**src/rtl/fp_div_pkg.sv**
```systemverilog
// Shared types and constants for the sequential floating-point divider.
package fp_div_pkg;

  typedef logic [1:0] state_t;
  localparam state_t S_IDLE  = 2'd0;
  localparam state_t S_DIV   = 2'd1;
  localparam state_t S_ROUND = 2'd2;
  localparam state_t S_DONE  = 2'd3;

  localparam int NUM_FLAGS   = 5;
  localparam int FLG_INVALID = 4;
  localparam int FLG_DIVZERO = 3;
  localparam int FLG_OVERFLOW = 2;
  localparam int FLG_UNDERFLOW = 1;
  localparam int FLG_INEXACT = 0;

  function automatic int fp_bias(input int exp_w);
    return (1 << (exp_w - 1)) - 1;
  endfunction

  // Quiet NaN, positive sign, MSB of the mantissa set; caller truncates to W.
  function automatic logic [63:0] fp_canon_nan(input int exp_w, input int mant_w);
    return (((64'd1 << exp_w) - 64'd1) << mant_w) | (64'd1 << (mant_w - 1));
  endfunction

endpackage

```
**src/rtl/fp_div_seq_if.sv**
```systemverilog
// Operand/result handshake bundle for fp_div_seq; flags exist only with FP_DIV_FLAGS_EN.
interface fp_div_seq_if #(parameter int W = 16);
  logic         in_valid;
  logic         in_ready;
  logic [W-1:0] a;
  logic [W-1:0] b;
  logic         out_valid;
  logic         out_ready;
  logic [W-1:0] q;
  logic         out_exc;
`ifdef FP_DIV_FLAGS_EN
  logic [4:0]   flags;
`endif

  modport master (
    output in_valid, a, b, out_ready,
    input  in_ready, out_valid, q, out_exc
`ifdef FP_DIV_FLAGS_EN
    , input flags
`endif
  );

  modport slave (
    input  in_valid, a, b, out_ready,
    output in_ready, out_valid, q, out_exc
`ifdef FP_DIV_FLAGS_EN
    , output flags
`endif
  );
endinterface

```
**src/rtl/fp_div_special.sv**
```systemverilog
// Combinational operand classifier: NaN/Inf/zero cases resolved without dividing.
module fp_div_special import fp_div_pkg::*; #(
  parameter int EXP_W  = 5,
  parameter int MANT_W = 10
) (
  input  logic [EXP_W+MANT_W:0] a,
  input  logic [EXP_W+MANT_W:0] b,
  output logic                  is_special,
  output logic [EXP_W+MANT_W:0] res,
  output logic                  invalid,
  output logic                  divzero
);
  localparam int W = 1 + EXP_W + MANT_W;
  localparam logic [W-1:0] QNAN = W'(fp_canon_nan(EXP_W, MANT_W));

  logic a_ones, b_ones, a_mz, b_mz;
  logic a_nan, b_nan, a_inf, b_inf, a_zero, b_zero, sgn;
  logic [W-1:0] inf_s, zero_s;

  assign a_ones = &a[W-2 -: EXP_W];
  assign b_ones = &b[W-2 -: EXP_W];
  assign a_mz   = ~|a[MANT_W-1:0];
  assign b_mz   = ~|b[MANT_W-1:0];
  assign a_nan  = a_ones & ~a_mz;
  assign b_nan  = b_ones & ~b_mz;
  assign a_inf  = a_ones & a_mz;
  assign b_inf  = b_ones & b_mz;
  // Subnormals are flushed: any zero exponent counts as zero.
  assign a_zero = ~|a[W-2 -: EXP_W];
  assign b_zero = ~|b[W-2 -: EXP_W];
  assign sgn    = a[W-1] ^ b[W-1];
  assign inf_s  = {sgn, {EXP_W{1'b1}}, {MANT_W{1'b0}}};
  assign zero_s = {sgn, {(W-1){1'b0}}};

  always_comb begin
    is_special = 1'b1;
    res        = '0;
    invalid    = 1'b0;
    divzero    = 1'b0;
    if (a_nan) begin
      res = a; invalid = 1'b1;
    end else if (b_nan) begin
      res = b; invalid = 1'b1;
    end else if ((a_inf & b_inf) | (a_zero & b_zero)) begin
      res = QNAN; invalid = 1'b1;
    end else if (a_inf) begin
      res = inf_s;
    end else if (b_inf) begin
      res = zero_s;
    end else if (b_zero) begin
      res = inf_s; divzero = 1'b1;
    end else if (a_zero) begin
      res = zero_s;
    end else begin
      is_special = 1'b0;
    end
  end
endmodule

```
**src/rtl/fp_div_seq.sv**
```systemverilog
// Sequential IEEE-style divider: restoring mantissa division, one bit per cycle, RNE rounding.
// Define FP_DIV_FLAGS_EN to add the exception flags output.
module fp_div_seq import fp_div_pkg::*; #(
  parameter int EXP_W  = 5,
  parameter int MANT_W = 10
) (
  input  logic         clk,
  input  logic         rst_n,
  fp_div_seq_if.slave  bus
);
  localparam int W  = 1 + EXP_W + MANT_W;
  localparam int QW = MANT_W + 3;
  localparam int EW = EXP_W + 2;
  localparam int CW = $clog2(QW + 1);
  localparam logic signed [EW-1:0] BIAS   = EW'(fp_bias(EXP_W));
  localparam logic signed [EW-1:0] EMAX   = EW'((1 << EXP_W) - 1);
  localparam logic signed [EW-1:0] ONE_S  = EW'(1);
  localparam logic signed [EW-1:0] ZERO_S = '0;

  state_t                 state;
  logic                   sign_r;
  logic signed [EW-1:0]   exp_r;
  logic [MANT_W:0]        div_r;
  logic [MANT_W+1:0]      rem_r;
  logic [QW-1:0]          quo_r;
  logic [CW-1:0]          cnt_r;
  logic [W-1:0]           q_r;
  logic                   exc_r;

  logic         sp_is;
  logic [W-1:0] sp_res;
`ifdef FP_DIV_FLAGS_EN
  logic                 sp_inv, sp_dz;
  logic [NUM_FLAGS-1:0] flags_r, rnd_flags;
`endif

  fp_div_special #(.EXP_W(EXP_W), .MANT_W(MANT_W)) u_special (
    .a          (bus.a),
    .b          (bus.b),
    .is_special (sp_is),
    .res        (sp_res),
`ifdef FP_DIV_FLAGS_EN
    .invalid    (sp_inv),
    .divzero    (sp_dz)
`else
    .invalid    (),
    .divzero    ()
`endif
  );

  // Restoring step: remainder stays below the divisor, so the shifted value never overflows.
  logic              rem_ge;
  logic [MANT_W+1:0] rem_sub;
  assign rem_ge  = rem_r >= {1'b0, div_r};
  assign rem_sub = rem_ge ? rem_r - {1'b0, div_r} : rem_r;

  logic                 guard, sticky, rnd_up, ovf, unf;
  logic [MANT_W-1:0]    mant_t;
  logic [MANT_W:0]      mant_rnd;
  logic signed [EW-1:0] exp_adj, exp_f;
  logic [W-1:0]         rnd_q;

  always_comb begin
    if (quo_r[QW-1]) begin
      mant_t  = quo_r[QW-2:2];
      guard   = quo_r[1];
      sticky  = quo_r[0] | (|rem_r);
      exp_adj = exp_r;
    end else begin
      // Quotient below 1.0: the next bit is the leading one.
      mant_t  = quo_r[QW-3:1];
      guard   = quo_r[0];
      sticky  = |rem_r;
      exp_adj = exp_r - ONE_S;
    end
    rnd_up   = guard & (sticky | mant_t[0]);
    mant_rnd = {1'b0, mant_t} + {{MANT_W{1'b0}}, rnd_up};
    exp_f    = exp_adj + $signed({{(EW-1){1'b0}}, mant_rnd[MANT_W]});
    ovf      = exp_f >= EMAX;
    unf      = exp_f <= ZERO_S;
    if (ovf)      rnd_q = {sign_r, {EXP_W{1'b1}}, {MANT_W{1'b0}}};
    else if (unf) rnd_q = {sign_r, {(W-1){1'b0}}};
    else          rnd_q = {sign_r, exp_f[EXP_W-1:0], mant_rnd[MANT_W-1:0]};
  end

`ifdef FP_DIV_FLAGS_EN
  always_comb begin
    rnd_flags                = '0;
    rnd_flags[FLG_OVERFLOW]  = ovf;
    rnd_flags[FLG_UNDERFLOW] = unf & ~ovf;
    rnd_flags[FLG_INEXACT]   = ovf | unf | guard | sticky;
  end
`endif

  always_ff @(posedge clk or negedge rst_n) begin
    if (!rst_n) begin
      state  <= S_IDLE;
      sign_r <= 1'b0;
      exp_r  <= '0;
      div_r  <= '0;
      rem_r  <= '0;
      quo_r  <= '0;
      cnt_r  <= '0;
      q_r    <= '0;
      exc_r  <= 1'b0;
`ifdef FP_DIV_FLAGS_EN
      flags_r <= '0;
`endif
    end else begin
      case (state)
        S_IDLE: if (bus.in_valid) begin
          if (sp_is) begin
            q_r   <= sp_res;
            exc_r <= 1'b1;
`ifdef FP_DIV_FLAGS_EN
            flags_r              <= '0;
            flags_r[FLG_INVALID] <= sp_inv;
            flags_r[FLG_DIVZERO] <= sp_dz;
`endif
            state <= S_DONE;
          end else begin
            sign_r <= bus.a[W-1] ^ bus.b[W-1];
            exp_r  <= $signed({2'b00, bus.a[W-2 -: EXP_W]})
                    - $signed({2'b00, bus.b[W-2 -: EXP_W]}) + BIAS;
            div_r  <= {1'b1, bus.b[MANT_W-1:0]};
            rem_r  <= {2'b01, bus.a[MANT_W-1:0]};
            quo_r  <= '0;
            cnt_r  <= '0;
            state  <= S_DIV;
          end
        end
        S_DIV: begin
          rem_r <= {rem_sub[MANT_W:0], 1'b0};
          quo_r <= {quo_r[QW-2:0], rem_ge};
          cnt_r <= cnt_r + CW'(1);
          if (cnt_r == CW'(QW - 1)) state <= S_ROUND;
        end
        S_ROUND: begin
          q_r   <= rnd_q;
          exc_r <= 1'b0;
`ifdef FP_DIV_FLAGS_EN
          flags_r <= rnd_flags;
`endif
          state <= S_DONE;
        end
        S_DONE: if (bus.out_ready) state <= S_IDLE;
        default: state <= S_IDLE;
      endcase
    end
  end

  assign bus.in_ready  = (state == S_IDLE);
  assign bus.out_valid = (state == S_DONE);
  assign bus.q         = q_r;
  assign bus.out_exc   = exc_r;
`ifdef FP_DIV_FLAGS_EN
  assign bus.flags     = flags_r;
`endif
endmodule

```
**src/flat_wrapper.sv**
```systemverilog
// flat-port wrapper written by rule: the top's interface ports become plain ports
module fp_div_seq_flat import fp_div_pkg::*;
#(
  parameter int EXP_W  = 5,
  parameter int MANT_W = 10
)
  (clk, rst_n, bus_in_valid, bus_a, bus_b, bus_out_ready, bus_in_ready, bus_out_valid, bus_q, bus_out_exc);
  fp_div_seq_if bus_i ();
  input  logic clk;
  input  logic rst_n;
  input wire logic [$bits(bus_i.in_valid)-1:0] bus_in_valid;
  input wire logic [$bits(bus_i.a)-1:0] bus_a;
  input wire logic [$bits(bus_i.b)-1:0] bus_b;
  input wire logic [$bits(bus_i.out_ready)-1:0] bus_out_ready;
  output wire logic [$bits(bus_i.in_ready)-1:0] bus_in_ready;
  output wire logic [$bits(bus_i.out_valid)-1:0] bus_out_valid;
  output wire logic [$bits(bus_i.q)-1:0] bus_q;
  output wire logic [$bits(bus_i.out_exc)-1:0] bus_out_exc;
  assign bus_i.in_valid = bus_in_valid;
  assign bus_i.a = bus_a;
  assign bus_i.b = bus_b;
  assign bus_i.out_ready = bus_out_ready;
  assign bus_in_ready = bus_i.in_ready;
  assign bus_out_valid = bus_i.out_valid;
  assign bus_q = bus_i.q;
  assign bus_out_exc = bus_i.out_exc;
  fp_div_seq #(.EXP_W(EXP_W), .MANT_W(MANT_W)) u_core (.clk(clk), .rst_n(rst_n), .bus(bus_i));
endmodule
```
**config.mk**
```make
export PLATFORM = sky130hd
export DESIGN_NAME = fp_div_seq_flat
export DESIGN_NICKNAME = d
export VERILOG_FILES = /design/src/rtl/fp_div_pkg.sv /design/src/rtl/fp_div_seq_if.sv /design/src/rtl/fp_div_special.sv /design/src/rtl/fp_div_seq.sv /design/src/flat_wrapper.sv
export SDC_FILE = /design/constraint.sdc
export NUM_CORES = 1
export LEC_CHECK = 0
export BUFFER_PORTS_ARGS = -buffer_cell sky130_fd_sc_hd__clkbuf_2
export CAP_MARGIN = 20
export CELL_PAD_IN_SITES_DETAIL_PLACEMENT = 1
export CELL_PAD_IN_SITES_GLOBAL_PLACEMENT = 1
export CORE_MARGIN = 1
export CORE_UTILIZATION = 46
export CTS_BUF_LIST = sky130_fd_sc_hd__clkbuf_8
export CTS_CLUSTER_DIAMETER = 60
export DETAILED_ROUTE_END_ITERATION = 16
export MAX_ROUTING_LAYER = met4
export PLACE_DENSITY_LB_ADDON = 0.1
export SYNTH_ARGS = -nofsm -noshare
export SYNTH_HDL_FRONTEND = slang
export SYNTH_SLANG_ARGS = --single-unit
```
**constraint.sdc**
```tcl
create_clock -name clk -period 5 [get_ports clk]
set_input_delay 0.25 -clock clk [delete_from_list [all_inputs] [get_ports clk]]
set_output_delay 0.25 -clock clk [all_outputs]
set_load 0.03 [all_outputs]
```
==> out/qor.csv <==
metric;value;unit
dpl.cell_count;773;
yosys_warnings;0;
setup_viol;0;
cts_hold_buf;0;
crit_path_max_fanout;10;
fin_tns_setup;0;ps
drcViolationCount;0;
required;5260;ps
crit_path_start_kind;flop;
multi_input_area;3020;sq um
antenna_found_initial;0;
syn_avg_cell_area;8.14;sq um
grt_overflow_total;0;
fin_hold_ws;72.2;ps
dr_total_vias;4566;
p_per_area;638;nW/um^2
synth_top_area_share;33.8;%
fin_crit_sh;79.3;%
postCtsResizedCells;0;
synth.yosys.seq_area_share;33.8;%
dpl_cell_area;5320;sq um
clock_sinks;67;
p_leak;2.36;nW
io_pins;55;
cts_tree;yes;
fmax;252;MHz
fillers;1315;
first_pass_iters;5;
die_x;106;um
hold_class;input pin to asynchronous set/reset pin;
fp.dieH;106;um
clockBufferDepth;2;
via_per_inst;5.79;
cts_max_level;3;
hpwl;11100;um
hold_viol_final;0;
final-max-slew-violation-count;0;
pre_cts_ws;1120;ps
maxSlewHeadroom;37.2;%
synth_edf_count;0;
ys_types;54;
end_kind;flop;
synthesis.area;4960;sq um
postRouteAntennaNets;0;
final_util;52.8;%
final_cell_mix;nand2_1, dfrtp_1, clkbuf_2, a21oi_1, inv_1;
clock_skew;14.9;ps
port_buffers;54;
yosysTopAreaCell;dfrtp_1;
start_util;47.7;%
fin_nets;713;
total_power;3.51;mW
register_area;1680;sq um
max_cap_viol_count;0;
fin_area;5500;sq um
synth_cells;610;
ys_top_cells_by_area;dfrtp_1, nand2_1, ha_1;
cts_root_buf;clkbuf_8;
worst_slew_pin_slew;941;ps
place_congestion;0.866;
syn-num-nets;675;
clock_latency;350;ps
async_flop_share;100;%
drt_iter0_drc;263;
layout-drive-gt1-share;13.2;%
numCtsBuffers;9;
post_drt_wl_per_cell;18.6;um
clkTransAtPathRegs;80;ps
synth-main-ff-cell;dfrtp_1;
grt_pass1_wl;24500;um
grt_max_degree;68;
grt_pass1_vias;4817;
critPathKind;flop to flop;
ir_drop;0.319;mV
diodes;0;
final_common_cell;nand2_1;
fin_crit;3970;ps
outcome;finished clean;
worst_slack;1030;ps
core;10400;sq um
arrival;4230;ps
core.rowCount;37;
instances_no_fill;788;
area_growth;10.9;%
routed_wl;14600;um
post_cts_buffers;0;
rsz0062_at_grt;false;
dieArea;11200;sq um
ys_ff_latch;67;
grt_usage;28.6;%
[cells in the mapped netlist, drive strengths merged (2+ instances only)]
master and n:
a2111oi 2, a211oi 2, a21o 8, a21oi 40, a221o 2, a22o 8
a22oi 11, a31oi 10, and2 2, and3 2, buf 5, clkbuf 29
dfrtp 67, fa 2, ha 27, inv 35, mux2 7, mux2i 15
nand2 103, nand2b 8, nand3 24, nand4 5, nor2 36, nor2b 10
nor3 10, nor3b 5, nor4 12, nor4b 4, o211ai 4, o21a 2
o21ai 48, o21bai 2, o221ai 4, o22ai 3, o31ai 4, o41ai 2
or3 3, or4 4, xnor2 24, xor2 10
[cell type report]
class / count / area share [%]
Timing Repair Buffer: 61 / 5.86
Inverter: 35 / 2.39
Clock inverter: 6 / 1.09
Tap cell: 136 / 3.09
Clock buffer: 9 / 2.25
Sequential cell: 67 / 30.5
Multi-Input combinational cell: 474 / 54.9
[path summary, 6_finish.rpt]
check / startpoint / cells past startpoint / slack (ps) / endpoint
max in group asynchronous: rst_n / 2 / 4270 / u_core.cnt_r[0]
min in group clk: bus_b[7] / 3 / 150 / u_core.div_r[7]
worst max register to register: u_core.quo_r[2] / 13 / 1030 / u_core.bus.q[0]
worst max-delay path: u_core.quo_r[2] / 13 / 1030 / u_core.bus.q[0]
worst min register to register: u_core.div_r[10] / 2 / 510 / u_core.div_r[10]
worst min-delay path: rst_n / 2 / 70 / u_core.div_r[9]
[critical path, cell delays in order (launching register included)]
cell	delay [ps]
dfrtp_1	500
mux2i_1	150
nor2b_1	160
ha_1	250
nand2_1	80
nor2_1	220
nand4_1	170
nor3b_1	350
ha_1	250
o31ai_1	200
a221o_1	430
a2111oi_4	670
nand3_4	170
o221ai_1	260
[state kept, by name (all words and copies together), names as in the netlist]
register            count
u_core.cnt_r            4
u_core.quo_r           13
u_core.bus.out_exc      1
u_core.sign_r           1
u_core.rem_r           12
u_core.bus.q           16
u_core.div_r           11
u_core.state            2
u_core.exp_r            7
[report_power, final]
group	total [mW]	internal (mW)	switching, mW
logic	2.09	0.819	1.27
clock network	0.447	0.224	0.223
registers	0.977	0.755	0.222
total	3.51	1.80	1.71
[routing by layer]
metal	vias up	global-route usage, %	share of wire, %
met5	-	-	0
met4	0	9.82	2.2
met3	18	2.94	4.0
met2	79	46.8	48
met1	2231	37.1	46
li1	2238	-	-
[cell families after synthesis]
logic type      after synthesis  share of synthesized area, %
flops                        67                          33.8
mux                          22                          4.61
simple gates                230                          22.0
xor+xnor                     34                          6.00
fa+ha+maj                    29                          7.61
compound gates              159                          20.5
buf+inv                      69                          5.52
Note: power is estimated with default switching activity, not from simulation.
